### config.mk
export PLATFORM = sky130hd
export DESIGN_NAME = div_seq
export DESIGN_NICKNAME = d
export VERILOG_FILES = /design/src/rtl/div_pkg.sv /design/src/rtl/div_step.sv /design/src/rtl/div_seq.sv
export SDC_FILE = /design/constraint.sdc
export NUM_CORES = 1
export LEC_CHECK = 0
export CORE_MARGIN = 2
export CORE_UTILIZATION = 55
export DETAILED_ROUTE_END_ITERATION = 10
export PLACE_DENSITY = 0.77
export SYNTH_ARGS = -nofsm -noshare
export SYNTH_HDL_FRONTEND = slang
export SYNTH_SLANG_ARGS = --single-unit
### constraint.sdc
create_clock -name clk -period 7.3 [get_ports clk]
set_input_delay 1.46 -clock clk [delete_from_list [all_inputs] [get_ports clk]]
set_output_delay 1.46 -clock clk [all_outputs]
set_load 0.05 [all_outputs]
### src/rtl/div_pkg.sv
// rtl/div_pkg.sv - shared types and constants for the multi-cycle divider
package div_pkg;
    localparam int DIV_W = 32;
    localparam logic [DIV_W-1:0] DIVZERO_Q = '1;

    typedef enum logic [2:0] {
        IDLE,
        PREP,
        ITER,
        FIXUP,
        DONE_Z,
        DONE
    } state_t;
endpackage

### src/rtl/div_step.sv
// rtl/div_step.sv - one combinational restoring-division step
module div_step
    import div_pkg::*;
#(
    parameter int WIDTH = DIV_W
) (
    input  logic [WIDTH-1:0] i_rem,
    input  logic [WIDTH-1:0] i_quo,
    input  logic [WIDTH-1:0] i_divisor,
    output logic [WIDTH-1:0] o_rem,
    output logic [WIDTH-1:0] o_quo
);
    logic [WIDTH:0] w_shift;
    logic [WIDTH:0] w_trial;
    logic           w_neg;

    // The shifted remainder needs one extra bit; a borrow shows up in the top bit.
    assign w_shift = {i_rem, i_quo[WIDTH-1]};
    assign w_trial = w_shift - {1'b0, i_divisor};
    assign w_neg   = w_trial[WIDTH];
    assign o_rem   = w_neg ? w_shift[WIDTH-1:0] : w_trial[WIDTH-1:0];
    assign o_quo   = {i_quo[WIDTH-2:0], ~w_neg};
endmodule

### src/rtl/div_seq.sv
// rtl/div_seq.sv - MIPS DIV/DIVU sequencer: stall, iterate, return {HI=rem, LO=quo}
module div_seq
    import div_pkg::*;
#(
    parameter int WIDTH = DIV_W
) (
    input  logic               clk,
    input  logic               reset,
    input  logic               start,
    input  logic               sign,
    input  logic               annul,
    input  logic [WIDTH-1:0]   opa,
    input  logic [WIDTH-1:0]   opb,
    output logic               stall_div,
    output logic               ready,
    output logic               busy,
    output logic [2*WIDTH-1:0] hilo
);
    localparam int CNT_W = $clog2(WIDTH) + 1;
    localparam logic [CNT_W-1:0] LAST_STEP = CNT_W'(WIDTH - 1);

    state_t             r_state;
    logic [WIDTH-1:0]   r_a;
    logic [WIDTH-1:0]   r_b;
    logic               r_sign;
    logic               r_neg_q;
    logic               r_neg_r;
    logic [WIDTH-1:0]   r_rem;
    logic [WIDTH-1:0]   r_quo;
    logic [WIDTH-1:0]   r_div;
    logic [CNT_W-1:0]   r_cnt;
    logic [2*WIDTH-1:0] r_hilo;
    logic               r_ready;

    logic [WIDTH-1:0]   w_abs_a;
    logic [WIDTH-1:0]   w_abs_b;
    logic [WIDTH-1:0]   w_rem_nx;
    logic [WIDTH-1:0]   w_quo_nx;

    assign w_abs_a = (r_sign & r_a[WIDTH-1]) ? -r_a : r_a;
    assign w_abs_b = (r_sign & r_b[WIDTH-1]) ? -r_b : r_b;

    div_step #(.WIDTH(WIDTH)) u_step (
        .i_rem     (r_rem),
        .i_quo     (r_quo),
        .i_divisor (r_div),
        .o_rem     (w_rem_nx),
        .o_quo     (w_quo_nx)
    );

    always_ff @(posedge clk) begin
        if (reset) begin
            r_state <= IDLE;
            r_a     <= '0;
            r_b     <= '0;
            r_sign  <= 1'b0;
            r_neg_q <= 1'b0;
            r_neg_r <= 1'b0;
            r_rem   <= '0;
            r_quo   <= '0;
            r_div   <= '0;
            r_cnt   <= '0;
            r_hilo  <= '0;
            r_ready <= 1'b0;
        end else begin
            r_ready <= 1'b0;
            if (annul) begin
                r_state <= IDLE;
            end else begin
                case (r_state)
                    IDLE: begin
                        if (start) begin
                            r_a     <= opa;
                            r_b     <= opb;
                            r_sign  <= sign;
                            r_state <= (opb == '0) ? DONE_Z : PREP;
                        end
                    end
                    PREP: begin
                        r_quo   <= w_abs_a;
                        r_div   <= w_abs_b;
                        r_neg_q <= r_sign & (r_a[WIDTH-1] ^ r_b[WIDTH-1]);
                        r_neg_r <= r_sign & r_a[WIDTH-1];
                        r_rem   <= '0;
                        r_cnt   <= '0;
                        r_state <= ITER;
                    end
                    ITER: begin
                        r_rem <= w_rem_nx;
                        r_quo <= w_quo_nx;
                        r_cnt <= r_cnt + 1'b1;
                        if (r_cnt == LAST_STEP) begin
                            r_state <= FIXUP;
                        end
                    end
                    FIXUP: begin
                        r_hilo  <= {r_neg_r ? -r_rem : r_rem, r_neg_q ? -r_quo : r_quo};
                        r_ready <= 1'b1;
                        r_state <= DONE;
                    end
                    DONE_Z: begin
                        r_hilo  <= {r_a, WIDTH'(DIVZERO_Q)};
                        r_ready <= 1'b1;
                        r_state <= DONE;
                    end
                    DONE: begin
                        // start here is still the same instruction leaving E.
                        r_state <= IDLE;
                    end
                    default: r_state <= IDLE;
                endcase
            end
        end
    end

    // Stall drops in DONE so the instruction advances on the ready cycle.
    assign stall_div = ~annul & (((r_state == IDLE) & start) |
                                 (r_state == PREP) | (r_state == ITER) |
                                 (r_state == FIXUP) | (r_state == DONE_Z));
    assign ready     = r_ready & ~annul;
    assign busy      = (r_state != IDLE);
    assign hilo      = r_hilo;
endmodule
; Yosys cells after proc, flatten, opt, wreduce, memory -nomap -nowiden
; Cells that the tools add are included.
[op_classes]
n_addsub = 6
eq_ne = 7
mux = 14
bitwise = 13
n_reduce_logical = 12
[op_table]
columns = operator, count
row1 = $mux 32, 5
row2 = $neg 32->32, 4
row3 = $pmux 32 s2, 2
row4 = $pmux 64 s2, 1
row5 = $sub 33x32->33, 1
row6 = $logic_not 32->1, 1
row7 = $pmux 3 s4, 1
row8 = $pmux 6 s2, 1
row9 = $mux 3, 3
row10 = $reduce_and 2->1, 4
row11 = $add 6x1->6 const B, 1
row12 = $and 1x1->1, 6
row13 = $eq 3x2->1 const B, 2
row14 = $eq 6x5->1 const B, 1
row15 = $ne 2x2->1 const B, 2
row16 = $or 1x1->1, 4
row17 = $reduce_bool 2->1, 2
row18 = $reduce_or 2->1, 2
row19 = $eq 3x1->1 const B, 1
row20 = $eq 3x3->1 const B, 1
row21 = $logic_not 3->1, 1
row22 = $reduce_and 3->1, 1
row23 = $reduce_bool 3->1, 1
row24 = $not 1->1, 2
row25 = other kinds (2), 2
[word_totals]
ff_bits = 237
elab_cells = 64

; Longest topological paths before layout
[logic_depth]
word_depth = 7
mapped_depth = 12
mapped_depth_nobuf = 11

; Modules after synthesis
; A second synthesis with hierarchy kept.
[unflattened]
hier_cells = 1869
hier_area_um2 = 14340.0
[modules_own_cells]
columns = module, n_inst, cells_per_inst, area_each_um2
row1 = div_seq, 1, 1533, 11748.8
row2 = div_step, 1, 336, 2591.2

; Worst setup path after synthesis
; No wires, ideal clock.
[synth_path]
kind = input -> output
startpoint = input port start
endpoint = output port stall_div
arrival_ns = 2.374
t_required_ns = 5.840
setup_slack_ns = 3.466
cell_stages = 3
path_buffers = 0
path_cell_list = nor2_1 -> mux2i_1 -> nor2b_1
[synth_via]
elab_chain_len = 6
[synth_rtl]
columns = element, line
row1 = start: declaration, div_seq.sv:9  ; input logic start,
row2 = $and 1x1->1, div_seq.sv:117  ; assign stall_div = ~annul & (((r_state == IDLE) & start) |
row3 = $or 1x1->1, div_seq.sv:117
row4 = $or 1x1->1 (2 in series), div_seq.sv:118  ; (r_state == PREP) | (r_state == ITER) |
row5 = $or 1x1->1, div_seq.sv:119  ; (r_state == FIXUP) | (r_state == DONE_Z));
row6 = $and 1x1->1, div_seq.sv:117
row7 = end: declaration, div_seq.sv:14  ; output logic stall_div,
; No other way between the ends.

; Final worst setup path
[layout_path]
startpoint = input port annul
endpoint = output port ready
[layout_via]
elab_chain_len = 2
[layout_rtl]
columns = element, line
row1 = start: declaration, div_seq.sv:11  ; input logic annul,
row2 = $not 1->1 (no source line), --
row3 = $and 1x1->1, div_seq.sv:120  ; assign ready = r_ready & ~annul;
row4 = end: declaration, div_seq.sv:15  ; output logic ready,
; No other way between the ends.

==> impl_metrics.env <==
export IMPL_cts_resized=0
export IMPL_gp_congestion=0.8910
export IMPL_wl_per_cell_um=17.64
export IMPL_vias_per_cell=6.100
export IMPL_synth_nets=1899
export IMPL_die_y_um=161.3
export IMPL_crit_arrival_ps=3330
export IMPL_num_vias=13360
export IMPL_cts_buffer_depth=3
export IMPL_cp_end_kind="output pin"
export IMPL_synthCells=1792
export IMPL_rsz0062_at_grt="no"
export IMPL_initial_core_util_pct=55.97
export IMPL_critPathMostFrequentCell="clkdlybuf4s50_1"
export IMPL_critPathLaunchType="primary input"
export IMPL_p_clk_share_pct=42.3
export IMPL_syn_area_mm2=0.01361
export IMPL_cts_tree="yes"
export IMPL_ant_nets=0
export IMPL_path_clk_slew_ps=60
export IMPL_synth_edff_count=0
export IMPL_syn_to_final_growth_pct=17.54
export IMPL_path_class="in2out"
export IMPL_critical_path_buf_inv_count=2
export IMPL_fin_skew_ps=24.35
export IMPL_first_global_vias=12130
export IMPL_busiest_layer="met2"
export IMPL_cts_hold_buf=0
export IMPL_max_slew_margin_pct=25.48
export IMPL_dp_cells=2142
export IMPL_setup_violations=0
export IMPL_grt_pass1_wl_mm=62.38
export IMPL_powerDensity_mw_per_mm2=213.0
export IMPL_grt_util_met3_pct=4.032
export IMPL_num_io_pins=136
export IMPL_clk_latency_ps=540
export IMPL_seqPwrFrac_pct=40.3
export IMPL_htree_levels=1
export IMPL_drc=0
export IMPL_syn_avg_cell_area_um2=7.595
export IMPL_core_area_mm2=0.02432
export IMPL_stdcell_count=2190
export IMPL_crit_path_max_incr_delay_ps=840
export IMPL_synth_flop_cell="dfxtp_1"
export IMPL_n_antenna_cell=0
export IMPL_ys_seq_area_share_pct=34.86
export IMPL_drive_gt1_share_pct=4.609
export IMPL_first_iter_violations=1230
export IMPL_portBuffers=135
export IMPL_die_area_mm2=0.02602
export IMPL_final_area_mm2=0.01600
export IMPL_status="finished clean"
export IMPL_numCtsBuffers=26
export IMPL_cts_setup_buffers=0
export IMPL_slowest_stage="clkdlybuf4s50_1"
export IMPL_crit_fanout=12
export IMPL_worstMarginPinSlew_ps=1116
export IMPL_placedInstanceArea_mm2=0.01505
export IMPL_async_flop_share_pct=0
export IMPL_rows=57
export IMPL_hold_class="reg2reg"
export IMPL_drt_wl_total_mm=38.63
export IMPL_cts_sinks=237
export IMPL_final_nets=1953
export IMPL_tns_ps=0
export IMPL_crit_required_ps=5840
export IMPL_antenna_found_initial=0
export IMPL_drv_cap=0
export IMPL_leakage_nw=5.925
export IMPL_cp_top_family="buffers and inverters"
export IMPL_grt_usage_pct=28.91
export IMPL_finalCritPeriodShare_pct=65.62
export IMPL_maxSlewViolCount=0
export IMPL_grt_max_degree=107
export IMPL_power_mw=3.408
export IMPL_period_minus_slack_ps=4790
export IMPL_cp_cell_sequence="clkdlybuf4s50_1 > nor2b_1 > clkdlybuf4s50_1"
export IMPL_max_vdd_ir_drop_v=0.0001805
export IMPL_combPwrFrac_pct=17.4
export IMPL_gr_usage_met2_pct=45.96
export IMPL_place_hpwl_mm=27.55
export IMPL_p_switching_mw=0.9565
export IMPL_root_buffer="clkbuf_16"
export IMPL_hold_violations=0
export IMPL_p_int_mw=2.451
export IMPL_grt_use_met1_pct=41.05
export IMPL_ys_seq_elements=237
export IMPL_dr_pass1_iters=5
export IMPL_die_width_um=161.3
export IMPL_grt_overflow=0
export IMPL_yosysWarnings=0
export IMPL_swShare_pct=28.07
export IMPL_synth_distinct_cells=69
export IMPL_max_freq_ghz=0.2088
tightest hold or removal path, stage by stage (launching register included):
cell     delay [ps]
dfxtp_1         310
nand2_1          50
a21oi_1          50
cell usage after synthesis, types with 20 or more instances:
master,n,area (µm²)
ha_1,37,462.9
nor2_1,191,716.9
clkbuf_1,110,412.9
o211ai_1,37,277.8
nand4_1,20,125.1
xnor2_1,57,499.2
o31ai_1,32,240.2
xor2_1,89,779.5
dfxtp_1,237,4745
a21oi_1,184,920.9
a211oi_1,75,563.0
nand2_1,285,1070
nand3_1,27,135.1
or3_1,21,131.4
o21ai_0,68,340.3
inv_1,47,176.4
nor3_1,38,190.2
flip-flops by register name (all words and copies together), names as in the netlist:
signal and flops:
r_sign 1, r_b 32, r_ready 1, r_div 32, r_state 3, r_a 32, r_quo 32, r_rem 32
r_cnt 6, hilo 64, r_neg_q 1, r_neg_r 1
final cells by class:
class | count | area [µm²]
clock buffer | 33 | 706.9
clock inverter | 15 | 241.5
fill | 2100 | 8322
inverter | 47 | 176.4
multi-input combinational | 1383 | 8250
sequential | 237 | 4745
tap | 324 | 405.4
timing repair buffer | 151 | 1473
per-layer routing:
| metal | wire length, µm | vias up |
|---|---|---|
| met1 | 17330 | 6246 |
| met4 | 986 | 0 |
| met5 | 0 | - |
| li1 | - | 6506 |
| met2 | 17320 | 535 |
| met3 | 3002 | 71 |
power groups by stage:
stage          sequential (mW)  clock, mW  combinational (mW)
2_1_floorplan             1.39          0               0.422
4_1_cts                   1.37       1.46               0.584
3_3_place_gp              1.40          0               0.571
5_1_grt                   1.38       1.51               0.648
3_5_place_dp              1.40          0               0.579
6_report                  1.37       1.44               0.593
layout by cell type (no fill, tap or decap), drive strengths merged, types with 13 or more instances in the layout:
master / n
a211oi: 76
a21o: 14
a21oi: 184
a311oi: 17
a31oi: 13
buf: 17
clkbuf: 33
clkdlybuf4s50: 134
dfxtp: 237
ha: 37
inv: 47
nand2: 285
nand3: 27
nand4: 20
nor2: 191
nor3: 38
nor4: 21
o211ai: 37
o21ai: 70
o31ai: 32
o41ai: 20
or3: 23
or4: 17
xnor2: 57
xor2: 89
cells by family after synthesis:
family                   count (synthesis)  synth area share [%]
AND/OR/NAND/NOR                        676                 22.49
XOR/XNOR                               146                 9.395
flip-flops                             237                 34.86
AO/OA/AOI/OAI                          520                 24.67
buffers and inverters                  172                 4.808
adder cells (fa/ha/maj)                 38                 3.548
multiplexers                             3                0.2298
path summary, 6_finish.rpt:
check             slack (ps)        to  cells after the start  startpoint
setup / recovery        2510     ready                      3       annul
hold / removal           460  hilo[63]                      2    hilo[63]
hold reg to reg          460  hilo[63]                      2    hilo[63]
setup reg to reg        2980  r_rem[4]                     12   r_quo[31]
per-stage QoR:
stage	setup WS, ps	hold WS, ps	utilization [%]
after detailed placement	2513	445.3	61.88
after CTS	2513	454.4	65.78
after global placement	2516	439.0	61.88
final	2510	458.5	65.78
after floorplan	3466	431.9	-
after global routing	2475	487.5	65.78
(Power assumes the default switching activity.)
